===== config.mk =====
export PLATFORM = sky130hd
export DESIGN_NAME = spi_flash_responder
export DESIGN_NICKNAME = d
export VERILOG_FILES = /design/src/rtl/spi_flash_pkg.sv /design/src/rtl/spi_edge_sync.sv /design/src/rtl/spi_flash_responder.sv
export SDC_FILE = /design/constraint.sdc
export NUM_CORES = 1
export LEC_CHECK = 0
export BUFFER_PORTS_ARGS = -buffer_cell sky130_fd_sc_hd__buf_2
export CELL_PAD_IN_SITES_DETAIL_PLACEMENT = 1
export CELL_PAD_IN_SITES_GLOBAL_PLACEMENT = 1
export CORE_MARGIN = 2
export CORE_UTILIZATION = 40
export DETAILED_ROUTE_END_ITERATION = 8
export GPL_TIMING_DRIVEN = 0
export PLACE_DENSITY = 0.75
export SLEW_MARGIN = 20
export SYNTH_ARGS = -nofsm -noshare
export SYNTH_HDL_FRONTEND = slang
export SYNTH_HIERARCHICAL = 1
export SYNTH_SLANG_ARGS = --single-unit

===== constraint.sdc =====
create_clock -name clk -period 5.43 [get_ports clk]
set_input_delay 1.086 -clock clk [delete_from_list [all_inputs] [get_ports clk]]
set_output_delay 1.086 -clock clk [all_outputs]
set_load 0.03 [all_outputs]

===== src/rtl/spi_flash_pkg.sv =====
// Shared opcodes, state encoding and timing constants for the SPI flash responder.
// SPI_RESP_FAST_READ_EN adds the DUMMY state used by FAST READ (0x0B).
package spi_flash_pkg;

    localparam logic [7:0] OPC_READ      = 8'h03;
    localparam logic [7:0] OPC_FAST_READ = 8'h0B;
    localparam int         DUMMY_CYCLES  = 8;
    localparam int         WIRE_ADDR_W   = 24;

    typedef enum logic [2:0] {
        IDLE,
        CMD,
        ADDR,
`ifdef SPI_RESP_FAST_READ_EN
        DUMMY,
`endif
        DATA,
        IGNORE
    } state_t;

endpackage


===== src/rtl/spi_edge_sync.sv =====
// Synchroniser for the SPI pins: level outputs for csb/mosi, one-clk rise/fall
// pulses for sck taken from the last two synchroniser stages.
module spi_edge_sync
    import spi_flash_pkg::*;
#(
    parameter int SYNC_FF = 2
) (
    input  logic clk,
    input  logic reset,
    input  logic csb,
    input  logic sck,
    input  logic mosi,
    output logic csb_s,
    output logic mosi_s,
    output logic sck_rise,
    output logic sck_fall
);

    logic [SYNC_FF-1:0] csb_ff;
    logic [SYNC_FF-1:0] sck_ff;
    logic [SYNC_FF-1:0] mosi_ff;

    // csb resets to "selected" so a chip select that is already low when reset
    // releases never looks like a fresh falling edge; a transfer needs high-then-low.
    // NOTE: sequential state uses non-blocking assignments so every flop samples pre-edge values.
    always_ff @(posedge clk or posedge reset) begin
        if (reset) begin
            csb_ff  <= '0;
            sck_ff  <= '0;
            mosi_ff <= '0;
        end else begin
            csb_ff  <= {csb_ff[SYNC_FF-2:0], csb};
            sck_ff  <= {sck_ff[SYNC_FF-2:0], sck};
            mosi_ff <= {mosi_ff[SYNC_FF-2:0], mosi};
        end
    end

    assign csb_s    = csb_ff[SYNC_FF-1];
    assign mosi_s   = mosi_ff[SYNC_FF-1];
    assign sck_rise =  sck_ff[SYNC_FF-2] & ~sck_ff[SYNC_FF-1];
    assign sck_fall = ~sck_ff[SYNC_FF-2] &  sck_ff[SYNC_FF-1];

endmodule


===== src/rtl/spi_flash_responder.sv =====
// SPI flash target serving READ (0x03) from a synchronous byte memory, oversampling SCK.
// Define SPI_RESP_FAST_READ_EN to also accept FAST READ (0x0B) with 8 dummy clocks.
module spi_flash_responder
    import spi_flash_pkg::*;
#(
    parameter int ADDR_W  = 24,
    parameter int SYNC_FF = 2
) (
    input  logic              clk,
    input  logic              reset,
    input  logic              spi_csb,
    input  logic              spi_sck,
    input  logic              spi_mosi,
    output logic              spi_miso,
    output logic              spi_oe,
    output logic              mem_rd,
    output logic [ADDR_W-1:0] mem_addr,
    input  logic [7:0]        mem_rdata,
    output logic              busy
);

    logic csb_s;
    logic mosi_s;
    logic sck_rise;
    logic sck_fall;

    spi_edge_sync #(
        .SYNC_FF (SYNC_FF)
    ) u_sync (
        .clk      (clk),
        .reset    (reset),
        .csb      (spi_csb),
        .sck      (spi_sck),
        .mosi     (spi_mosi),
        .csb_s    (csb_s),
        .mosi_s   (mosi_s),
        .sck_rise (sck_rise),
        .sck_fall (sck_fall)
    );

    state_t            state_q, state_d;
    logic [4:0]        bit_cnt_q, bit_cnt_d;
    logic [2:0]        fall_cnt_q, fall_cnt_d;
    logic [22:0]       shreg_q, shreg_d;
    logic [ADDR_W-1:0] addr_q, addr_d;
    logic [7:0]        tx_q, tx_d;
    logic [7:0]        hold_q, hold_d;
    logic              ld_tx_q, ld_tx_d;
    logic              ld_hold_q, ld_hold_d;
    logic              miso_q, miso_d;
    logic              oe_q, oe_d;
    logic              csb_prev_q;
`ifdef SPI_RESP_FAST_READ_EN
    logic              fast_q, fast_d;
`endif

    logic [WIRE_ADDR_W-1:0] addr_full;
    logic [ADDR_W-1:0]      addr_wire;
    logic [ADDR_W-1:0]      addr_inc;
    logic [7:0]             opcode;

    assign addr_full = {shreg_q, mosi_s};
    assign addr_wire = addr_full[ADDR_W-1:0];
    assign addr_inc  = addr_q + {{(ADDR_W-1){1'b0}}, 1'b1};
    assign opcode    = {shreg_q[6:0], mosi_s};

    // NOTE: the TX/hold data registers are reset along with control; there are only
    // two of them and it keeps spi_miso deterministic after an aborted transfer.
    always_ff @(posedge clk or posedge reset) begin
        if (reset) begin
            state_q    <= IDLE;
            bit_cnt_q  <= '0;
            fall_cnt_q <= '0;
            shreg_q    <= '0;
            addr_q     <= '0;
            tx_q       <= '0;
            hold_q     <= '0;
            ld_tx_q    <= 1'b0;
            ld_hold_q  <= 1'b0;
            miso_q     <= 1'b0;
            oe_q       <= 1'b0;
            csb_prev_q <= 1'b0;
`ifdef SPI_RESP_FAST_READ_EN
            fast_q     <= 1'b0;
`endif
        end else begin
            state_q    <= state_d;
            bit_cnt_q  <= bit_cnt_d;
            fall_cnt_q <= fall_cnt_d;
            shreg_q    <= shreg_d;
            addr_q     <= addr_d;
            tx_q       <= tx_d;
            hold_q     <= hold_d;
            ld_tx_q    <= ld_tx_d;
            ld_hold_q  <= ld_hold_d;
            miso_q     <= miso_d;
            oe_q       <= oe_d;
            csb_prev_q <= csb_s;
`ifdef SPI_RESP_FAST_READ_EN
            fast_q     <= fast_d;
`endif
        end
    end

    // NOTE: every signal written here gets a default first, so no path can infer a latch.
    always_comb begin
        state_d    = state_q;
        bit_cnt_d  = bit_cnt_q;
        fall_cnt_d = fall_cnt_q;
        shreg_d    = shreg_q;
        addr_d     = addr_q;
        tx_d       = tx_q;
        hold_d     = hold_q;
        ld_tx_d    = 1'b0;
        ld_hold_d  = 1'b0;
        miso_d     = miso_q;
        oe_d       = oe_q;
        mem_rd     = 1'b0;
        mem_addr   = '0;
`ifdef SPI_RESP_FAST_READ_EN
        fast_d     = fast_q;
`endif

        // Memory data arrives one clk after the strobe that requested it.
        if (ld_tx_q) tx_d = mem_rdata;
        if (ld_hold_q) hold_d = mem_rdata;

        if (csb_s) begin
            state_d    = IDLE;
            bit_cnt_d  = '0;
            fall_cnt_d = '0;
            miso_d     = 1'b0;
            oe_d       = 1'b0;
        end else begin
            case (state_q)
                IDLE: begin
                    if (csb_prev_q) begin
                        state_d    = CMD;
                        bit_cnt_d  = '0;
                        fall_cnt_d = '0;
                    end
                end
                CMD: begin
                    if (sck_rise) begin
                        shreg_d   = {shreg_q[21:0], mosi_s};
                        bit_cnt_d = bit_cnt_q + 5'd1;
                        if (bit_cnt_q == 5'd7) begin
                            bit_cnt_d = '0;
                            if (opcode == OPC_READ) begin
                                state_d = ADDR;
`ifdef SPI_RESP_FAST_READ_EN
                                fast_d  = 1'b0;
                            end else if (opcode == OPC_FAST_READ) begin
                                state_d = ADDR;
                                fast_d  = 1'b1;
`endif
                            end else begin
                                state_d = IGNORE;
                            end
                        end
                    end
                end
                ADDR: begin
                    if (sck_rise) begin
                        shreg_d   = {shreg_q[21:0], mosi_s};
                        bit_cnt_d = bit_cnt_q + 5'd1;
                        if (bit_cnt_q == 5'(WIRE_ADDR_W - 1)) begin
                            mem_rd     = 1'b1;
                            mem_addr   = addr_wire;
                            addr_d     = addr_wire;
                            ld_tx_d    = 1'b1;
                            bit_cnt_d  = '0;
                            fall_cnt_d = '0;
`ifdef SPI_RESP_FAST_READ_EN
                            state_d    = fast_q ? DUMMY : DATA;
`else
                            state_d    = DATA;
`endif
                        end
                    end
                end
`ifdef SPI_RESP_FAST_READ_EN
                DUMMY: begin
                    if (sck_rise) begin
                        bit_cnt_d = bit_cnt_q + 5'd1;
                        if (bit_cnt_q == 5'(DUMMY_CYCLES - 1)) begin
                            bit_cnt_d = '0;
                            state_d   = DATA;
                        end
                    end
                end
`endif
                DATA: begin
                    // Falls shift out MSB first; the 8th fall swaps in the prefetched byte.
                    if (sck_fall) begin
                        miso_d     = tx_q[7];
                        oe_d       = 1'b1;
                        fall_cnt_d = fall_cnt_q + 3'd1;
                        tx_d       = (fall_cnt_q == 3'd7) ? hold_q : {tx_q[6:0], 1'b0};
                    end
                    if (sck_rise) begin
                        bit_cnt_d = {2'b00, 3'(bit_cnt_q[2:0] + 3'd1)};
                        if (bit_cnt_q[2:0] == 3'd3) begin
                            mem_rd    = 1'b1;
                            mem_addr  = addr_inc;
                            addr_d    = addr_inc;
                            ld_hold_d = 1'b1;
                        end
                    end
                end
                IGNORE: begin
                    oe_d = 1'b0;
                end
                default: begin
                    state_d = IDLE;
                end
            endcase
        end
    end

    assign spi_miso = miso_q;
    assign spi_oe   = oe_q & ~csb_s;
    assign busy     = (state_q != IDLE);

endmodule


### Word-level counts from Yosys, hierarchy flattened

Index checks and enable logic that the tools add are counted.

* order comparisons: 0
* equal/unequal tests: 21
* $add $sub $neg: 4
* shift-type cells: 0
* muxes and demuxes: 54
* reduce and logical (&&, ||, !) cells: 17
* divide/modulo/power cells: 0
* multipliers: 0
* bitwise operators: 6

Operators by type and width (count)
* $mux 24: 9
* $pmux 24 s2: 2
* $mux 8: 5
* $mux 3: 12
* $mux 5: 7
* $add 24x1->24 const B: 1
* $ne 3x2->1 const B: 7
* $pmux 5 s4: 1
* $mux 1: 14
* $pmux 3 s4: 1
* $reduce_and 6->1: 2
* $reduce_and 5->1: 2
* $eq 3x2->1 const B: 3
* $pmux 3 s3: 1
* $eq 8x2->1 const B: 1
* $ne 2x2->1 const B: 4
* $add 3x1->3 const B: 2
* $eq 3x3->1 const B: 2
* $reduce_bool 2->1: 3
* $reduce_bool 3->1: 2
* $add 5x1->5 const B: 1
* $eq 5x3->1 const B: 1
* $eq 5x5->1 const B: 1
* $reduce_bool 5->1: 1
* other kinds (10): 17

* logic and storage cells: 117
* output and inout bits: 28
* bits in latches: 0
* memories: 0
* flip-flop bits (word level): 85
* bits of input ports: 13
* memory bits (read-only): 0
* bits in writable memories: 0

### Depth between registers and ports, before layout

Gate-level depths: netlist of run 1.

* depth in word-level cells: 6
* mapped depth: 8
* mapped depth without buffers: 8

### Modules after synthesis

Netlist of run 1, hierarchy kept.

Modules (own cells, without submodules)
* spi_flash_responder: times used 1, area each 4693.3 um^2, seq. area each 1976.9 um^2, cells each 463
* spi_edge_sync: times used 1, area each 168.9 um^2, seq. area each 150.1 um^2, cells each 9

### Worst setup path before layout of run 1

Ideal clock, no wire load.

* kind: reg2out
* start: register addr_q[0]
* end: output mem_addr[16]
* path buffers: 1
* stages on the path, launching flop included: 7
* setup slack: 2.014 ns
* data arrival time: 2.330 ns
* data required time: 4.344 ns
* cells stage by stage: dfrtp_1 > ha_1 > nand3_1 > or4_4 > buf_6 > xor2_1 > o21ai_0

* cells in the longest elaborated chain, start to end: 5

RTL lines
* start, declared: RTL line spi_flash_responder.sv:45 `logic [ADDR_W-1:0] addr_q, addr_d;`
* start signal, assigned: RTL line spi_flash_responder.sv:91 `addr_q <= addr_d;`
* $add 24x1->24: RTL line spi_flash_responder.sv:64 `assign addr_inc = addr_q + {{(ADDR_W-1){1'b0}}, 1'b1};`
* $mux 24: RTL line spi_flash_responder.sv:203 `if (bit_cnt_q[2:0] == 3'd3) begin`
* $mux 24: RTL line spi_flash_responder.sv:201 `if (sck_rise) begin`
* $pmux 24 s2: RTL line spi_flash_responder.sv:135 `case (state_q)`
* $mux 24: RTL line spi_flash_responder.sv:128 `if (csb_s) begin`
* end, declared: RTL line spi_flash_responder.sv:17 `output logic [ADDR_W-1:0] mem_addr,`

No other way between the ends.

### Final worst setup path of run 1

* start: register addr_q[0]
* end: output mem_addr[22]

Same word-level chain as after synthesis.

==> flow_summary.yaml, run 1 <==
synth:
  synthesis.area_per_instance_um2: 10.3
  synth_enable_flop_cells: 0
  synth_seq_area_share_pct: 43.7
  postSynthNetCount: 490
  yosysTopAreaCellShare_pct: 43.7
  yosys_most_used_dff: "dfrtp_1"
  yosys_warnings: 6
  synth_cell_types: 70
  synth_async_sr_flop_share_pct: 100
  synth_seq_cells: 85
  area_of_the_mapped_netlist_mm2: 0.00486
  netlist_instances: 472
  synth_top_cells_by_area: "dfrtp_1, mux2_2, nand2_1"
  netlist.top_cell.by_area: "dfrtp_1"
route:
  drt_first_pass_iters: 4
  via_count: 3944
  drt_wl_cell_um: 19.9
  wirelength_mm: 13.4
  avgViaCountPerCell: 5.85
  count_of_nets_left_with_antenna_violations_after_detail_routing: 0
  drtIter0Drc: 241
  drc: 0
cells_and_area:
  fin_nets: 542
  post-route-util_pct: 47.0
  num_antenna_cells: 0
  filler_cell_count: 1340
  drive_above_1_share_pct: 27.1
  area_delta_synth_final_pct: 15.7
hold_path:
  worst_hold_endpoint: "u_sync/csb_ff[1]$_DFF_PP0_"
  holdPathStages: 0
  hold_path_class: "flip-flop to flip-flop"
  hold_path_startpoint: "u_sync/csb_ff[0]$_DFF_PP0_"
timing:
  timing.setup.tns_ns: 0
  hold_violations: 0
  slew_at_the_pin_closest_to_its_max_slew_limit_ns: 0.782
  finalClockSkew_ns: 0.00614
  timing.fmax_mhz: 253
  slew_violations: 0
  grt_setup_unrepaired: "no"
  finalWorstPathRequiredPeriod_ns: 3.95
  setup_viol: 0
  fin_crit_sh_pct: 72.8
  max-slew-margin-rel_pct: 46.5
critical_path:
  crit_required_ns: 4.34
  first_element_of_the_critical_path: "addr_q[0]$_DFFE_PP0P_"
  cp-end-kind: "primary output"
  timing_worst_setup_path_type: "flip-flop to primary output"
  crit_path_cell_trace: "ha_1 -> nand3_1 -> nor2_1 -> nand2_1 -> xor2_1 -> o21ai_0 -> buf_2"
  slowest_delay_ns: 0.57
  cp_max_fo: 8
  crit_path_start_kind: "flip-flop"
  critPathArrivalTime_ns: 2.87
  worst-r2r-cell-count: 6
  r2r_setup_slack_ns: 3.06
  crit_path_max_delay_cell_type: "nor2_1"
  critical_path.reg2reg.endpoint: "addr_q[18]$_DFFE_PP0P_"
  crit-reg2reg-launch: "addr_q[0]$_DFFE_PP0P_"
placed_design:
  numPortBuffers: 40
  detailedPlacementHpwl_mm: 9.28
  gp_congestion: 0.847
floorplanning:
  num_rows: 40
  coreArea_mm2: 0.0120
  initial_core_util_pct: 40.6
  die_height_um: 114
  die_area_mm2: 0.0131
  top_level_ports: 41
  die_width_um: 114
clocking:
  clock_path_buffers: 2
  ctsResizeCount: 0
  insertion_delay_ns: 0.35
  cts_made_buffers: 9
  cts_tree: "done"
  holdBufCountCts: 0
  clk_pin_slew_ns: 0.06
  clock-sinks: 85
  clock_tree_root_driver_cell: "clkbuf_16"
  postCtsSetupBuffers: 0
  cts-htree-levels: 3
global_routing:
  grt_antenna_before_repair: 0
  first_pass_grt_wire_length_mm: 22.5
  grt.overflow.total: 0
  pin_count_of_the_biggest_net_entering_global_routing: 52
  number_of_global_route_vias_before_repair: 4340
  grtUsageTotal_pct: 22.2
flow_run:
  max_cap_violations: 0
pwr:
  power_density_cells_mw_per_mm2: 267
  ir_drop_mv: 0.165
  p_leak_nw: 2.49
status:
  status: "finished clean"
## flip-flops by register name, indices dropped and copies added, names as in the netlist
register	cells
tx_q	8
shreg_q	23
bit_cnt_q	5
addr_q	24
u_sync/csb_ff	2
csb_prev_q	1
ld_tx_q	1
spi_miso	1
u_sync/sck_ff	2
hold_q	8
fall_cnt_q	3
ld_hold_q	1
u_sync/mosi_ff	2
oe_q	1
state_q	3
## layout by cell type, fill, tap and decap left out, types with 11 or more instances in the layout
cell       n
a211oi_1  18
a21oi_1   17
buf_2     48
clkbuf_1  11
dfrtp_1   85
inv_1     13
mux2_2    31
mux2i_1   12
nand2_1   40
nand3_1   11
nor2_1    33
nor2b_1   12
o21ai_0   23
xor2_1    11
## final cells by class
type	count	area, um2	area share [%]
multi-input cells	342	2490	44.3
flip-flops and latches	85	2130	37.8
repair buffers	41	228	4.05
clock buffers	9	225	4.00
plain buffers	30	186	3.31
well taps	147	184	3.27
clock inverters	5	125	2.22
inverters	15	58.8	1.05
## routing by layer
layer / global-route usage [%] / share of wire (%)
met1: 28.7 / 46
met2: 37.4 / 49
met3: 3.97 / 3.6
met4: 8.46 / 1.5
met5: 0 / 0
## critical path, delay by kind of cell (launching register included)
| kind | cells | cell delay [ns] |
|---|---|---|
| simple gates | 3 | 1.07 |
| xor+xnor | 1 | 0.19 |
| buf+inv | 1 | 0.25 |
| fa+ha+maj | 1 | 0.30 |
| flops | 1 | 0.48 |
| compound gates | 1 | 0.24 |
## worst max-delay path by stage
stage / slack [ns] / end / cells after the start
2_1_floorplan: 2.01 / mem_addr[16] / 6
3_3_place_gp: 1.18 / shreg_q[18]$_DFFE_PP0P_ / 2
3_5_place_dp: 1.95 / mem_addr[22] / 7
4_1_cts: 1.56 / mem_addr[18] / 7
5_1_grt: 1.33 / mem_addr[10] / 7
6_report: 1.48 / mem_addr[22] / 7
## logic make-up (layout without fill, tap and decap cells)
kind of cell,Yosys count,in the layout,share of synthesized area [%]
and+or+nand+nor,141,141,16.3
buffers and inverters,45,100,4.99
DFF,85,85,43.7
xor gates and xnor gates,21,21,3.78
muxes,44,44,9.88
AOI/OAI and AO/OA,131,131,20.0
adders and majority gates,5,5,1.29
## per-stage QoR
step	area, um2	power, W	instances	setup WS, ns	hold WS [ns]
after floorplan	4860	0.000743	472	2.01	0.331
after global placement	5250	0.000769	659	1.18	0.334
after detailed placement	5280	0.000778	660	1.95	0.336
after CTS	5630	0.00152	674	1.56	0.350
after global routing	5630	0.00156	674	1.33	0.354
final	5630	0.00150	674	1.48	0.349
## power by group
group	switching (W)	total (W)	internal, W
sequential	0.0000215	0.000673	0.000652
clock	0.000250	0.000740	0.000490
combinational	0.0000543	0.0000912	0.0000369
## cell usage after synthesis (10+ instances only)
library cell and n:
xnor2_1 10, nand3_1 11, o21ai_0 23, nor2_1 33, dfrtp_1 85, nor2b_1 12
clkbuf_1 11, inv_1 14, a21oi_2 10, nand2_1 40, a21oi_1 17, a211oi_1 18
xor2_1 11, mux2i_1 12, mux2_2 31
(Power assumes the default switching activity.)
==> run 2: changes to the inputs <==
--- a/config.mk
+++ b/config.mk
@@ -5,6 +5,7 @@
 export SDC_FILE = /design/constraint.sdc
 export NUM_CORES = 1
 export LEC_CHECK = 0
+export ABC_AREA = 1
 export BUFFER_PORTS_ARGS = -buffer_cell sky130_fd_sc_hd__buf_2
 export CELL_PAD_IN_SITES_DETAIL_PLACEMENT = 1
 export CELL_PAD_IN_SITES_GLOBAL_PLACEMENT = 1
@@ -12,7 +13,7 @@
 export CORE_UTILIZATION = 40
 export DETAILED_ROUTE_END_ITERATION = 8
 export GPL_TIMING_DRIVEN = 0
-export PLACE_DENSITY = 0.75
+export PLACE_DENSITY = 0.83
 export SLEW_MARGIN = 20
 export SYNTH_ARGS = -nofsm -noshare
 export SYNTH_HDL_FRONTEND = slang
==> constraint.sdc (replaced) <==
create_clock -name clk -period 3.6 [get_ports clk]
set_input_delay 0.72 -clock clk [delete_from_list [all_inputs] [get_ports clk]]
set_output_delay 0.72 -clock clk [all_outputs]
set_load 0.03 [all_outputs]
==> run 2 against run 1 <==
Net effect: synthesized area down 2.0%; flip-flop and latch count unchanged; worst hold slack worse by 0.058 ns; utilization up 0.35 points; via count up 14%; design area down 3.0%; synthesized cell count up 39%; power up 73%; routed wire length up 4.6%; clock skew up 0.0017 ns; non-clock buffer count down 11; critical path type unchanged.
==> flow_summary.yaml, run 2 <==
status:
  status: "finished clean"
pwr:
  swShare_pct: 34.2
  pwr-share-comb_pct: 21.0
  power_w: 0.00261
  ir_drop_mv: 0.226
  clock_power_share_pct: 35.2
  power.sequential.fraction_pct: 43.8
  power_density_cells_mw_per_mm2: 478
  internal_power_consumption_w: 0.00172
  switchingPower_w: 0.000893
  p_leak_nw: 2.81
floorplanning:
  die_height_um: 113
  die_area_mm2: 0.0128
  num_rows: 39
  coreArea_mm2: 0.0115
  die_width_um: 113
  initial_core_util_pct: 41.4
  top_level_ports: 41
timing:
  fin_crit_sh_pct: 94.1
  slew_violations: 0
  setup_viol: 0
  max-slew-margin-rel_pct: 65.1
  hold_violations: 0
  grt_setup_unrepaired: "no"
  slew_at_the_pin_closest_to_its_max_slew_limit_ns: 0.521
  finalClockSkew_ns: 0.00787
  finalWorstPathRequiredPeriod_ns: 3.39
  timing.fmax_mhz: 295
cells_and_area:
  ff_latch_area_mm2: 0.00213
  registers_with_the_most_flip_flops: "addr_q (24), shreg_q (23)"
  max_reg_flops: 24
  fin_nets: 728
  num_antenna_cells: 0
  most_frequent_cells_in_the_layout: "nand2_1, inv_1, nor2_1, dfrtp_1, o21ai_0"
  multi_input_gate_area_in_the_final_layout_mm2: 0.00218
  instances_no_fill: 857
  area_delta_synth_final_pct: 14.5
  max_flop_register: "addr_q"
  most_common_cell_after_layout_fill_and_taps_aside: "nand2_1"
  filler_cell_count: 1518
  drive_above_1_share_pct: 13.6
critical_path:
  crit_required_ns: 2.88
  timing_worst_setup_path_type: "flip-flop to primary output"
  slowest_delay_ns: 0.54
  worst-r2r-cell-count: 9
  r2r_setup_slack_ns: 1.55
  critical_path.reg2reg.endpoint: "addr_q[14]$_DFFE_PP0P_"
  first_element_of_the_critical_path: "addr_q[0]$_DFFE_PP0P_"
  crit_path_max_delay_cell_type: "dfrtp_1"
  crit-reg2reg-launch: "addr_q[0]$_DFFE_PP0P_"
  crit_path_cell_trace: "ha_1 -> nand2_1 -> nor2_1 -> nand2_1 -> nor2_1 -> nand2_1 -> nand2_1 -> nand3_1 -> a21oi_1 -> buf_2"
  critPathArrivalTime_ns: 2.67
  cp_max_fo: 7
  crit_path_start_kind: "flip-flop"
  worst-path-buf-inv: 1
  timing.critical_path.mode_cell: "nand2_1"
  critical-path-top-delay-family: "simple AND/OR/NAND/NOR gates"
  cp-end-kind: "primary output"
synth:
  synth_seq_cells: 85
  yosys_most_used_dff: "dfrtp_1"
  synth_seq_area_share_pct: 44.6
  postSynthNetCount: 676
  synth_top_cells_by_area: "dfrtp_1, nand2_1, inv_1"
  synth_enable_flop_cells: 0
  yosys_warnings: 6
  netlist_instances: 658
  netlist_top_cells_count: "nand2_1, inv_1, nor2_1"
  synth_cell_types: 31
  netlist.top_cell.by_area: "dfrtp_1"
  synth_most_common_cell: "nand2_1"
  synthesis.area_per_instance_um2: 7.24
  yosysTopAreaCellShare_pct: 44.6
  area_of_the_mapped_netlist_mm2: 0.00477
  synth_async_sr_flop_share_pct: 100
clocking:
  clock-sinks: 85
  holdBufCountCts: 0
  clk_pin_slew_ns: 0.07
  cts_tree: "done"
  clock_tree_root_driver_cell: "clkbuf_16"
  cts-htree-levels: 3
  insertion_delay_ns: 0.36
  postCtsSetupBuffers: 0
  clock_path_buffers: 2
  cts_made_buffers: 9
  ctsResizeCount: 0
route:
  wirelength_mm: 14.0
  drc: 0
  via_count: 4477
  count_of_nets_left_with_antenna_violations_after_detail_routing: 0
  avgViaCountPerCell: 5.22
  drtIter0Drc: 213
  drt_first_pass_iters: 4
  drt_wl_cell_um: 16.4
global_routing:
  grtUsageTotal_pct: 23.0
  grt.overflow.total: 0
  first_pass_grt_wire_length_mm: 23.2
  grt_antenna_before_repair: 0
  number_of_global_route_vias_before_repair: 4652
  pin_count_of_the_biggest_net_entering_global_routing: 54
placed_design:
  numPortBuffers: 40
  gp_congestion: 0.901
  detailedPlacementHpwl_mm: 10.2
  dp_cells: 842
hold_path:
  hold_path_class: "input pin to asynchronous set/reset pin"
flow_run:
  max_cap_violations: 0
run 2: cell types whose count changed after synthesis, moves of 18 or more:
| cell | change |
|---|---|
| nand2_1 | +137 |
| inv_1 | +77 |
| nor2_1 | +53 |
| nand3_1 | +37 |
| o21ai_0 | +32 |
| mux2_2 | -23 |
| a211oi_1 | -18 |
run 2: layer usage:
metal	global-route usage, %	vias to the layer above	routed length, um
li1	-	2173	-
met1	30.9	2210	6640
met3	2.89	21	434
met4	9.67	0	334
met2	37.7	73	6640
met5	0	-	0
run 2: worst max-delay path by stage:
stage                                  end  slack, ns  cells past startpoint
floorplan            addr_q[0]$_DFFE_PP0P_       0.86                      1
global placement    addr_q[18]$_DFFE_PP0P_      -0.29                      2
detailed placement            mem_addr[22]       0.67                     10
CTS                           mem_addr[22]       0.29                     10
global route                  mem_addr[22]       0.11                     10
finish                        mem_addr[22]       0.21                     10
run 2: area by class of cell:
class / instances / share of cell area (%)
Inverter: 96 / 6.69
Multi-Input combinational cell: 458 / 39.9
Buffer: 19 / 1.86
Sequential cell: 85 / 39.0
Clock buffer: 10 / 4.38
Clock inverter: 5 / 0.779
Tap cell: 143 / 3.28
Timing Repair Buffer: 41 / 4.17
run 2: kinds of logic after synthesis:
group,Yosys count,share of synthesized area (%)
flip-flops,85,44.6
AND/OR/NAND/NOR,338,30.6
multiplexers,8,1.89
AO/OA/AOI/OAI,102,11.0
buffers and inverters,115,9.74
XOR/XNOR,5,0.919
adder cells (fa/ha/maj),5,1.31
run 2: per-stage QoR:
stage / hold WS (ns) / util (%) / worst slack (ns) / area [um2] / TNS (ns)
floorplan: 0.331 / - / 0.857 / 4770 / 0
global placement: 0.333 / 44.7 / -0.293 / 5150 / -22.82
detailed placement: 0.340 / 44.9 / 0.674 / 5180 / 0
CTS: 0.291 / 47.4 / 0.288 / 5460 / 0
global route: 0.314 / 47.4 / 0.107 / 5460 / 0
finish: 0.291 / 47.4 / 0.212 / 5460 / 0
run 2: worst reg2reg max path, delay by kind of cell (launching register included):
family / cells / cell delay [ns]
simple gates: 7 / 1.05
compound gates: 1 / 0.14
fa+ha+maj: 1 / 0.26
flops: 1 / 0.54
run 2: power groups by stage:
| stage | clock network (W) | registers [W] | logic (W) |
|---|---|---|---|
| finish | 0.000918 | 0.00114 | 0.000548 |
| global route | 0.000956 | 0.00116 | 0.000619 |
| CTS | 0.000932 | 0.00114 | 0.000552 |
| detailed placement | 0 | 0.00116 | 0.000540 |
| global placement | 0 | 0.00115 | 0.000506 |
| floorplan | 0 | 0.00114 | 0.000392 |
==> run 3: changes to the inputs <==
--- a/config.mk
+++ b/config.mk
@@ -13,7 +13,7 @@
 export CORE_UTILIZATION = 40
 export DETAILED_ROUTE_END_ITERATION = 8
 export GPL_TIMING_DRIVEN = 0
-export PLACE_DENSITY = 0.83
+export PLACE_DENSITY = 0.8
 export SLEW_MARGIN = 20
 export SYNTH_ARGS = -nofsm -noshare
 export SYNTH_HDL_FRONTEND = slang
==> constraint.sdc (replaced) <==
create_clock -name clk -period 4.4 [get_ports clk]
set_input_delay 0.88 -clock clk [delete_from_list [all_inputs] [get_ports clk]]
set_output_delay 0.88 -clock clk [all_outputs]
set_load 0.03 [all_outputs]
==> run 3 against run 2 <==
Net effect: the flow now finishes with violations (design-rule violations); clock skew is 0.0027 ns higher; largest power group unchanged; routed wire length shrank 3.0%; die area unchanged; clock power fell by 19%; largest cell class unchanged; count of clock-buffer cells in the layout shrank 1; non-clock buffer count is the same; critical endpoint is now mem_addr[14]; register-to-register slack gained 0.83 ns; combinational power down 19%; critical path type unchanged; worst hold slack better by 0.062 ns; setup slack improved by 0.75 ns.
==> flow_summary.yaml, run 3 (synthesis results as in run 2) <==
route:
  wirelength_mm: 13.6
  drtIter0Drc: 318
  drt_wl_cell_um: 15.9
  drc: 2
  avgViaCountPerCell: 5.22
  drt_first_pass_iters: 6
  count_of_nets_left_with_antenna_violations_after_detail_routing: 0
  via_count: 4478
cells_and_area:
  max_reg_flops: 24
  filler_cell_count: 1493
  most_frequent_cells_in_the_layout: "nand2_1, inv_1, nor2_1, dfrtp_1, o21ai_0"
  design_area_mm2: 0.00546
  area_delta_synth_final_pct: 14.5
  registers_with_the_most_flip_flops: "addr_q (24), shreg_q (23)"
  num_antenna_cells: 0
  drive_above_1_share_pct: 13.7
  most_common_cell_after_layout_fill_and_taps_aside: "nand2_1"
  fin_nets: 728
  instances_no_fill: 858
  multi_input_gate_area_in_the_final_layout_mm2: 0.00218
  ff_latch_area_mm2: 0.00213
  post-route-util_pct: 47.4
  max_flop_register: "addr_q"
critical_path:
  timing_worst_setup_path_type: "flip-flop to primary output"
  crit_path_start_kind: "flip-flop"
  cp_max_fo: 7
  critPathArrivalTime_ns: 2.56
  cp-end-kind: "primary output"
  r2r_setup_slack_ns: 2.38
  crit_required_ns: 3.52
floorplanning:
  initial_core_util_pct: 41.4
  num_rows: 39
  die_area_mm2: 0.0128
  die_height_um: 113
  top_level_ports: 41
  coreArea_mm2: 0.0115
  die_width_um: 113
flow_run:
  max_cap_violations: 0
clocking:
  clock_path_buffers: 2
  insertion_delay_ns: 0.35
  clock_tree_root_driver_cell: "clkbuf_16"
  postCtsSetupBuffers: 0
  clk_pin_slew_ns: 0.07
  cts-htree-levels: 3
  cts_tree: "done"
  clock-sinks: 85
  cts_made_buffers: 9
  ctsResizeCount: 0
  holdBufCountCts: 0
pwr:
  clock_power_share_pct: 35.0
  pwr-share-comb_pct: 20.9
  internal_power_consumption_w: 0.00139
  switchingPower_w: 0.000722
  p_leak_nw: 2.82
  power_density_cells_mw_per_mm2: 388
  ir_drop_mv: 0.230
  swShare_pct: 34.1
  power.sequential.fraction_pct: 44.1
placed_design:
  placedInstanceArea_mm2: 0.00518
  preCtsSetupSlack_ns: 1.39
  dp_cells: 842
  numPortBuffers: 40
  gp_congestion: 0.893
  detailedPlacementHpwl_mm: 10.2
timing:
  timing.setup.tns_ns: 0
  timing.fmax_mhz: 290
  hold_violations: 0
  max-slew-margin-rel_pct: 64.6
  timing.final.ws_setup_ns: 0.958
  slew_at_the_pin_closest_to_its_max_slew_limit_ns: 0.529
  setup_viol: 0
  slew_violations: 0
  finalClockSkew_ns: 0.0105
  grt_setup_unrepaired: "no"
  fin_crit_sh_pct: 78.2
  finalWorstPathRequiredPeriod_ns: 3.44
hold_path:
  hold_path_class: "flip-flop to flip-flop"
global_routing:
  grtUsageTotal_pct: 22.7
  pin_count_of_the_biggest_net_entering_global_routing: 44
  grt_antenna_before_repair: 0
  number_of_global_route_vias_before_repair: 4719
  first_pass_grt_wire_length_mm: 23.1
  grt.overflow.total: 0
status:
  violations_in_the_final_reports: "design-rule violations"
  status: "finished, violations left"
-- run 3: final cells by class --
type | instances | area share [%]
multi-input cells | 458 | 39.9
flip-flops and latches | 85 | 39.0
inverters | 96 | 6.69
repair buffers | 41 | 4.17
clock buffers | 9 | 4.13
well taps | 143 | 3.28
plain buffers | 19 | 1.86
clock inverters | 7 | 1.03
-- run 3: power by group through the flow --
stage | Sequential [W] | Combinational (W) | Clock [W]
after floorplan | 0.000933 | 0.000320 | 0
after global placement | 0.000942 | 0.000416 | 0
after detailed placement | 0.000947 | 0.000442 | 0
after CTS | 0.000932 | 0.000448 | 0.000764
after global routing | 0.000946 | 0.000512 | 0.000797
final | 0.000933 | 0.000442 | 0.000741
-- run 3: layer usage --
| layer | track usage (%) | part of all wire (%) | up-vias |
|---|---|---|---|
| li1 | - | - | 2173 |
| met1 | 30.7 | 47 | 2205 |
| met2 | 37.0 | 48 | 80 |
| met3 | 3.21 | 3.0 | 20 |
| met4 | 8.78 | 2.3 | 0 |
| met5 | 0 | 0 | - |
-- run 3: critical path, stage by stage, from the launching register on --
cell     delay (ns)
dfrtp_1        0.52
ha_1           0.25
nand2_1        0.09
nor2_1         0.22
nand2_1        0.17
nor2_1         0.27
nor2_1         0.08
nor2_1         0.09
nand2_1        0.07
a21oi_1        0.21
buf_2          0.25
-- run 3: stage by stage --
step / hold slack [ns] / total power, W
after global routing: 0.357 / 0.00226
after global placement: 0.334 / 0.00136
after floorplan: 0.331 / 0.00125
after CTS: 0.355 / 0.00214
after detailed placement: 0.339 / 0.00139
final: 0.352 / 0.00212
-- run 3: path summary, 6_finish.rpt --
path,start,end,cells past startpoint
min in group asynchronous,reset,u_sync/mosi_ff[0]$_DFF_PP0_,2
hold reg to reg,u_sync/mosi_ff[0]$_DFF_PP0_,u_sync/mosi_ff[1]$_DFF_PP0_,0
setup reg to reg,addr_q[0]$_DFFE_PP0P_,addr_q[20]$_DFFE_PP0P_,9
max in group asynchronous,reset,shreg_q[16]$_DFFE_PP0P_,3
hold / removal,u_sync/mosi_ff[0]$_DFF_PP0_,u_sync/mosi_ff[1]$_DFF_PP0_,0
setup / recovery,addr_q[0]$_DFFE_PP0P_,mem_addr[14],10
